$ cat src/rtl/sram_arb_pkg.sv
// Shared definitions for the two-requester SRAM arbiter: FSM state encoding
// and requester index constants.
package sram_arb_pkg;

   typedef enum logic {
      IDLE    = 1'b0,
      RD_WAIT = 1'b1
   } state_e;

   // Requester indices into the two-bit request/grant vectors.
   localparam logic REQ_A = 1'b0;
   localparam logic REQ_B = 1'b1;

endpackage : sram_arb_pkg

$ cat src/rtl/rr_arbiter2.sv
// Two-way round-robin arbiter: one-hot grant from a two-bit request vector,
// with a last-granted pointer that flips priority after every grant.
module rr_arbiter2
   import sram_arb_pkg::*;
(
   input  logic       i_clk,
   input  logic       i_rst,
   input  logic       i_en,
   input  logic [1:0] i_req,
   output logic [1:0] o_gnt
);

   logic last_q;
   logic last_d;

   // NOTE: every output of a combinational block gets a default first, so no
   // path leaves it unassigned and no latch is inferred.
   always_comb begin
      o_gnt = '0;
      if (i_en) begin
         if (i_req[REQ_A] && i_req[REQ_B]) begin
            // Tie: the requester not granted most recently wins.
            if (last_q == REQ_B) begin
               o_gnt[REQ_A] = 1'b1;
            end else begin
               o_gnt[REQ_B] = 1'b1;
            end
         end else begin
            o_gnt = i_req;
         end
      end
   end

   always_comb begin
      last_d = last_q;
      if (o_gnt[REQ_A]) begin
         last_d = REQ_A;
      end else if (o_gnt[REQ_B]) begin
         last_d = REQ_B;
      end
   end

   // NOTE: sequential state uses non-blocking assignments so every register
   // samples its inputs from before the edge, independent of block order.
   always_ff @(posedge i_clk) begin
      if (i_rst) begin
         last_q <= REQ_B;
      end else begin
         last_q <= last_d;
      end
   end

endmodule : rr_arbiter2

$ cat src/rtl/sram_arbiter.sv
// Shares one single-port SRAM between two requesters: writes complete in the
// grant cycle, reads return two cycles after grant on the requester's port.
module sram_arbiter
   import sram_arb_pkg::*;
#(
   parameter int ADDR_WIDTH = 4,
   parameter int DATA_WIDTH = 32
) (
   input  logic                  i_clk,
   input  logic                  i_rst,

   input  logic                  i_a_req,
   input  logic                  i_a_write,
   input  logic [ADDR_WIDTH-1:0] i_a_addr,
   input  logic [DATA_WIDTH-1:0] i_a_data,
   output logic                  o_a_gnt,
   output logic                  o_a_rvalid,
   output logic [DATA_WIDTH-1:0] o_a_rdata,

   input  logic                  i_b_req,
   input  logic                  i_b_write,
   input  logic [ADDR_WIDTH-1:0] i_b_addr,
   input  logic [DATA_WIDTH-1:0] i_b_data,
   output logic                  o_b_gnt,
   output logic                  o_b_rvalid,
   output logic [DATA_WIDTH-1:0] o_b_rdata,

   output logic [ADDR_WIDTH-1:0] o_mem_addr,
   output logic                  o_mem_write,
   output logic [DATA_WIDTH-1:0] o_mem_data,
   input  logic [DATA_WIDTH-1:0] i_mem_data
);

   state_e                state_q,    state_d;
   logic                  rd_who_q,   rd_who_d;
   logic                  a_rvalid_q, a_rvalid_d;
   logic                  b_rvalid_q, b_rvalid_d;
   logic [DATA_WIDTH-1:0] a_rdata_q,  a_rdata_d;
   logic [DATA_WIDTH-1:0] b_rdata_q,  b_rdata_d;

   logic [1:0] req;
   logic [1:0] gnt;
   logic       arb_en;

   assign req[REQ_A] = i_a_req;
   assign req[REQ_B] = i_b_req;

   // Grants only happen in IDLE and never while reset is held.
   assign arb_en = (state_q == IDLE) && !i_rst;

   rr_arbiter2 u_arb (
      .i_clk (i_clk),
      .i_rst (i_rst),
      .i_en  (arb_en),
      .i_req (req),
      .o_gnt (gnt)
   );

   assign o_a_gnt = gnt[REQ_A];
   assign o_b_gnt = gnt[REQ_B];

   always_comb begin
      state_d     = state_q;
      rd_who_d    = rd_who_q;
      o_mem_addr  = '0;
      o_mem_write = 1'b0;
      o_mem_data  = '0;

      unique case (state_q)
         IDLE: begin
            if (gnt[REQ_A]) begin
               o_mem_addr  = i_a_addr;
               o_mem_write = i_a_write;
               o_mem_data  = i_a_data;
               if (!i_a_write) begin
                  state_d  = RD_WAIT;
                  rd_who_d = REQ_A;
               end
            end else if (gnt[REQ_B]) begin
               o_mem_addr  = i_b_addr;
               o_mem_write = i_b_write;
               o_mem_data  = i_b_data;
               if (!i_b_write) begin
                  state_d  = RD_WAIT;
                  rd_who_d = REQ_B;
               end
            end
         end
         RD_WAIT: begin
            state_d = IDLE;
         end
         default: begin
            state_d = IDLE;
         end
      endcase
   end

   // SRAM data is valid during RD_WAIT; capture it for the owner of the read.
   always_comb begin
      a_rvalid_d = (state_q == RD_WAIT) && (rd_who_q == REQ_A);
      b_rvalid_d = (state_q == RD_WAIT) && (rd_who_q == REQ_B);
      a_rdata_d  = a_rvalid_d ? i_mem_data : a_rdata_q;
      b_rdata_d  = b_rvalid_d ? i_mem_data : b_rdata_q;
   end

   always_ff @(posedge i_clk) begin
      if (i_rst) begin
         state_q    <= IDLE;
         rd_who_q   <= REQ_A;
         a_rvalid_q <= 1'b0;
         b_rvalid_q <= 1'b0;
         a_rdata_q  <= '0;
         b_rdata_q  <= '0;
      end else begin
         state_q    <= state_d;
         rd_who_q   <= rd_who_d;
         a_rvalid_q <= a_rvalid_d;
         b_rvalid_q <= b_rvalid_d;
         a_rdata_q  <= a_rdata_d;
         b_rdata_q  <= b_rdata_d;
      end
   end

   assign o_a_rvalid = a_rvalid_q;
   assign o_b_rvalid = b_rvalid_q;
   assign o_a_rdata  = a_rdata_q;
   assign o_b_rdata  = b_rdata_q;

endmodule : sram_arbiter

$ cat config.mk
export PLATFORM = sky130hd
export DESIGN_NAME = sram_arbiter
export DESIGN_NICKNAME = d
export VERILOG_FILES = /design/src/rtl/sram_arb_pkg.sv /design/src/rtl/rr_arbiter2.sv /design/src/rtl/sram_arbiter.sv
export SDC_FILE = /design/constraint.sdc
export NUM_CORES = 1
export LEC_CHECK = 0
export CAP_MARGIN = 20
export CORE_AREA = 2 2 92 94
export DETAILED_ROUTE_END_ITERATION = 6
export DIE_AREA = 0 0 94 96
export PLACE_DENSITY_LB_ADDON = 0.1
export REMOVE_ABC_BUFFERS = 1
export SLEW_MARGIN = 20
export SYNTH_ARGS = -nofsm -noshare
export SYNTH_HDL_FRONTEND = slang
export SYNTH_SLANG_ARGS = --single-unit
$ cat constraint.sdc
create_clock -name i_clk -period 2.6 [get_ports i_clk]
set_input_delay 0.52 -clock i_clk [delete_from_list [all_inputs] [get_ports i_clk]]
set_output_delay 0.52 -clock i_clk [all_outputs]
set_load 0.1 [all_outputs]
# [Word-level counts from Yosys, hierarchy flattened]
# Cells that the tools add are included.
[classes] n_eq_ne=2 muxes=24 bitwise=2 n_reduce_logical=7
[op_table] op="$mux W32" n=3
[op_table] op="$mux W1" n=15
[op_table] op="$mux W4" n=3
[op_table] op="$logic_and A1 B1 Y1" n=4
[op_table] op="$mux W2" n=2
[op_table] op="$reduce_and A4 Y1" n=1
[op_table] op="$ne A2 B1 Y1 const B" n=1
[op_table] op="$ne A2 B2 Y1 const B" n=1
[op_table] op="$not A1 Y1" n=2
[op_table] op="$pmux W1 S2" n=1
[op_table] op="$reduce_bool A2 Y1" n=1
[op_table] op="$logic_not A1 Y1" n=1
[totals] reg_bits=69 input_bits=110 output_inout_bits=105

# [Depth between registers and ports, before layout]
[depth] word_depth=6 ltp_mapped=6 ltp_nobuf=3

# [By module]
# Synthesis repeated with hierarchy kept, for this count alone.
[unflattened] cells_unflattened=396 hier_area_um2=2984.1
[by_module_without_submodules] module="sram_arbiter" n_inst=1 cells_each=388 area_each_um2=2925.3 seq_area_each_um2=1361.3
[by_module_without_submodules] module="rr_arbiter2" n_inst=1 cells_each=8 area_each_um2=58.8 seq_area_each_um2=20.0

# [Worst setup path before layout]
# Ideal clock, no wire load.
[synth_path] path_kind="in2out" from="input i_rst" to="output o_mem_addr[0]" arrival_ps=2479 required_ps=2080 setup_slack_ps=-399 cell_stages=6 path_buffers=3 cell_sequence="buf_6 > nor2_1 > and3_1 > buf_4 > buf_2 > a22o_1"
[synth_between] elab_chain_cells=6
[synth_rtl] item="from (decl)" line_no="sram_arbiter.sv:10" source="input logic i_rst,"
[synth_rtl] item="$logic_not A1 Y1" line_no="sram_arbiter.sv:49" source="assign arb_en = (state_q == IDLE) && !i_rst;"
[synth_rtl] item="$logic_and A1 B1 Y1" line_no="sram_arbiter.sv:49"
[synth_rtl] item="$mux W2" line_no="rr_arbiter2.sv:20" source="if (i_en) begin"
[synth_rtl] item="named net o_b_gnt" line_no="sram_arbiter.sv:24" source="output logic o_b_gnt,"
[synth_rtl] item="$mux W4" line_no="sram_arbiter.sv:79" source="end else if (gnt[REQ_B]) begin"
[synth_rtl] item="$mux W4" line_no="sram_arbiter.sv:71" source="if (gnt[REQ_A]) begin"
[synth_rtl] item="$mux W4" line_no="sram_arbiter.sv:69" source="unique case (state_q)"
[synth_rtl] item="to (decl)" line_no="sram_arbiter.sv:28" source="output logic [ADDR_WIDTH-1:0] o_mem_addr,"
# The timed path passes the listed nets, and every way through them passes these cells.

# [Worst setup path after layout]
[layout_path] from="input i_b_req" to="output o_mem_data[12]"
[layout_between] elab_chain_cells=6
[layout_rtl] item="from (decl)" line_no="sram_arbiter.sv:20" source="input logic i_b_req,"
[layout_rtl] item="$logic_and A1 B1 Y1" line_no="rr_arbiter2.sv:21" source="if (i_req[REQ_A] && i_req[REQ_B]) begin"
[layout_rtl] item="$mux W2 (*)" line_no="rr_arbiter2.sv:21"
[layout_rtl] item="$mux W2 (*)" line_no="rr_arbiter2.sv:20"
[layout_rtl] item="$mux W32" line_no="sram_arbiter.sv:79"
[layout_rtl] item="$mux W32 (*)" line_no="sram_arbiter.sv:71"
[layout_rtl] item="$mux W32 (*)" line_no="sram_arbiter.sv:69"
[layout_rtl] item="to (decl)" line_no="sram_arbiter.sv:30" source="output logic [DATA_WIDTH-1:0] o_mem_data,"
# Every way passes the cells marked *; elsewhere a longest branch is shown, timed or not.

==> results <==
[worst min path at each step]
| stage | endpoint | cells past startpoint |
|---|---|---|
| after floorplan | u_arb.last_q | 1 |
| after global placement | o_b_rdata[20] | 2 |
| after detailed placement | o_b_rdata[9] | 2 |
| after CTS | o_b_rdata[9] | 2 |
| after global routing | o_a_rdata[19] | 2 |
| final | o_a_rdata[24] | 2 |
[registers in the layout, indices dropped and copies added (netlist names)]
signal,count
o_a_rdata,32
o_a_rvalid,1
u_arb.last_q,1
state_q,1
o_b_rdata,32
o_b_rvalid,1
rd_who_q,1
[critical path: stages]
cell             delay, ns
clkdlybuf4s50_1       0.49
and2b_2               0.24
nor2_8                0.06
buf_12                0.13
buf_16                0.13
a22o_1                0.26
buf_12                0.17
[through the flow]
| stage | power [W] | setup TNS (ns) | hold WS [ns] | cell area [um^2] |
|---|---|---|---|---|
| floorplan | 0.00181 | -35.63 | 0.510 | 2670 |
| global placement | 0.00231 | -0.620 | 0.443 | 5310 |
| detailed placement | 0.00231 | -1.65 | 0.447 | 5310 |
| CTS | 0.00307 | 0 | 0.457 | 5540 |
| global route | 0.00317 | 0 | 0.478 | 5570 |
| finish | 0.00305 | 0 | 0.456 | 5570 |
[cell type report]
cell class / instances / area [um^2] / share of cell area (%)
Timing Repair Buffer: 234 / 2590 / 46.5
Sequential cell: 69 / 1380 / 24.8
Multi-Input combinational cell: 254 / 1300 / 23.3
Tap cell: 105 / 131 / 2.36
Clock buffer: 10 / 128 / 2.29
Clock inverter: 6 / 40.0 / 0.718
Inverter: 1 / 3.75 / 0.0674
[placed cells by master (no fill, tap or decap), types with 2 or more instances in the layout]
cell,netlist,layout
buf_12,0,42
dfxtp_1,69,69
a21oi_1,65,65
buf_4,1,81
nor2_1,4,4
buf_16,0,2
clkbuf_8,0,9
clkinv_4,0,2
clkdlybuf4s50_1,0,107
nand2b_1,3,3
clkinv_2,0,3
a22o_1,36,35
nand2_1,131,131
[timing repair]
item / 4_1_cts / 5_1_grt
setup buffers: 0 / 2
endpoints found under the setup margin: 32 / 4
gates cloned: 2 / 0
resized for setup: 4 / 1
pin swaps: 1 / 0
endpoints found under the hold margin: 0 / 0
[routing by layer]
metal	global-route usage [%]	vias to the layer above	share of wire [%]
met2	42.5	131	49
met1	29.7	1499	42
li1	-	1627	-
met3	8.69	12	8.1
met5	0	-	0
met4	6.64	0	1.7
[logic make-up (layout without fill, tap and decap cells)]
logic type | after synthesis | count (layout) | synth area share [%]
AO/OA/AOI/OAI | 104 | 104 | 23.4
buffers and inverters | 31 | 251 | 5.83
AND/OR/NAND/NOR | 150 | 150 | 22.1
flip-flops | 69 | 69 | 48.7
[power groups by stage]
stage	combinational [W]	clock, W	sequential [W]
6_report	0.00120	0.000739	0.00111
5_1_grt	0.00124	0.000812	0.00112
4_1_cts	0.00120	0.000758	0.00111
3_5_place_dp	0.00118	0	0.00114
3_3_place_gp	0.00117	0	0.00114
2_1_floorplan	0.000446	0	0.00136
==> impl_metrics.toml <==
[worst_setup_path]
worst_r2r_startpoint = "state_q"
reg2reg_slack_ns = 1.06
critPathCaptureType = "output port"
cp-start-kind = "input port"
path_class = "input port to output port"
r2r_cells = 4
worstPathArrival_ns = 2.01
worstSetupStartpoint = "i_b_req"
critPathCapture = "o_mem_data[12]"
r2r-end = "o_b_rdata[27]"
path_max_fanout = 8
required_ns = 2.08

[power_and_ir_drop]
ir_drop_mv = 0.476
p_comb_share_pct = 39.4
swShare_pct = 38.5
seqPwrFrac_pct = 36.4
p_sw_w = 0.00118
powerDensity_nw_per_um2 = 548
p_int_w = 0.00188
p_leak_nw = 2.26
power_frac_clock_pct = 24.2

[min_path]
hold_path_startpoint = "o_a_rdata[24]"
min_path_type = "register to register"

[clock_network]
insertion_delay_ns = 0.33
htreeDepth = 3
cts_buffers = 9
cts.clk_slew.worst_paths_ns = 0.08
clockBufferDepth = 2
root_buffer = "clkbuf_8"
clock-sinks = 69
cts_tree = "yes"
cts_hold_buf = 0

[yosys]
synthTopCellsByCount = "131 x nand2_1, 69 x dfxtp_1, 65 x a21oi_1"
synth_area_leader_cell = "dfxtp_1"
synth_most_common_cell = "nand2_1"
yosysWarnings = 0
synth-main-ff-cell = "dfxtp_1"
synth-async-reset-ratio_pct = 0
yosys-top-cells-area = "dfxtp_1 49%, nand2_1 17%, a21oi_1 11%"
ys_seq_area_share_pct = 48.7
synth_top_area_share_pct = 48.7
synth.avg_cell_area_um2 = 8.01
synth.distinct_cells = 27
synth_edf_count = 0
syn_inst = 354
syn-cell-area_um2 = 2830
yosys_register_bits = 69

[global_route]
antenna_found_initial = 0
grt_overflow = 0
grt_start_max_net_pins = 41
grtUsageTotal_pct = 24.8
grt_pass1_wl_mm = 17.0
grt_pass1_vias = 3098

[floorplan]
die_h_um = 96
io_pins = 215
design.die.area_um2 = 9020
die_w_um = 94
coreArea_um2 = 8050
rows = 33
initial_utilization_pct = 35.2

[finish]
utilization_pct = 69.2
nets = 679
drive_above_1_share_pct = 25.6
diodes = 0
instances_no_fill = 679
n_fill_cell = 671
area_growth_syn_to_layout_pct = 96.6

[outcome]
outcome = "finished, final reports clean"

[sta]
worst_pin_slew_ns = 0.700
final-setup-viol-count = 0
relSlewSlack_pct = 53.2
final_hold_viol_count = 0
rsz0062_at_grt = "false"
min_period_ns = 2.53
max_freq_ghz = 0.396
skew_ns = 0.00453
drv_slew = 0
setup_slack_ns = 0.0730
period_share_pct = 97.2

[job]
max_cap_viol_count = 0

[drt]
drtAntennaViolNets = 0
route.detailed.drc = 0
postRouteWirelength_mm = 11.4
drt-pass1-iter-count = 4
vias = 3269
drtIter0Drc = 132
vias_per_cell = 4.81
wl_per_cell_um = 16.8

[placement]
io_buffer_count = 214
pre_cts_slack_ns = -0.0778
gp_congestion = 0.868
hpwl_mm = 8.66
placed_cells = 659
(Power assumes the default switching activity.)
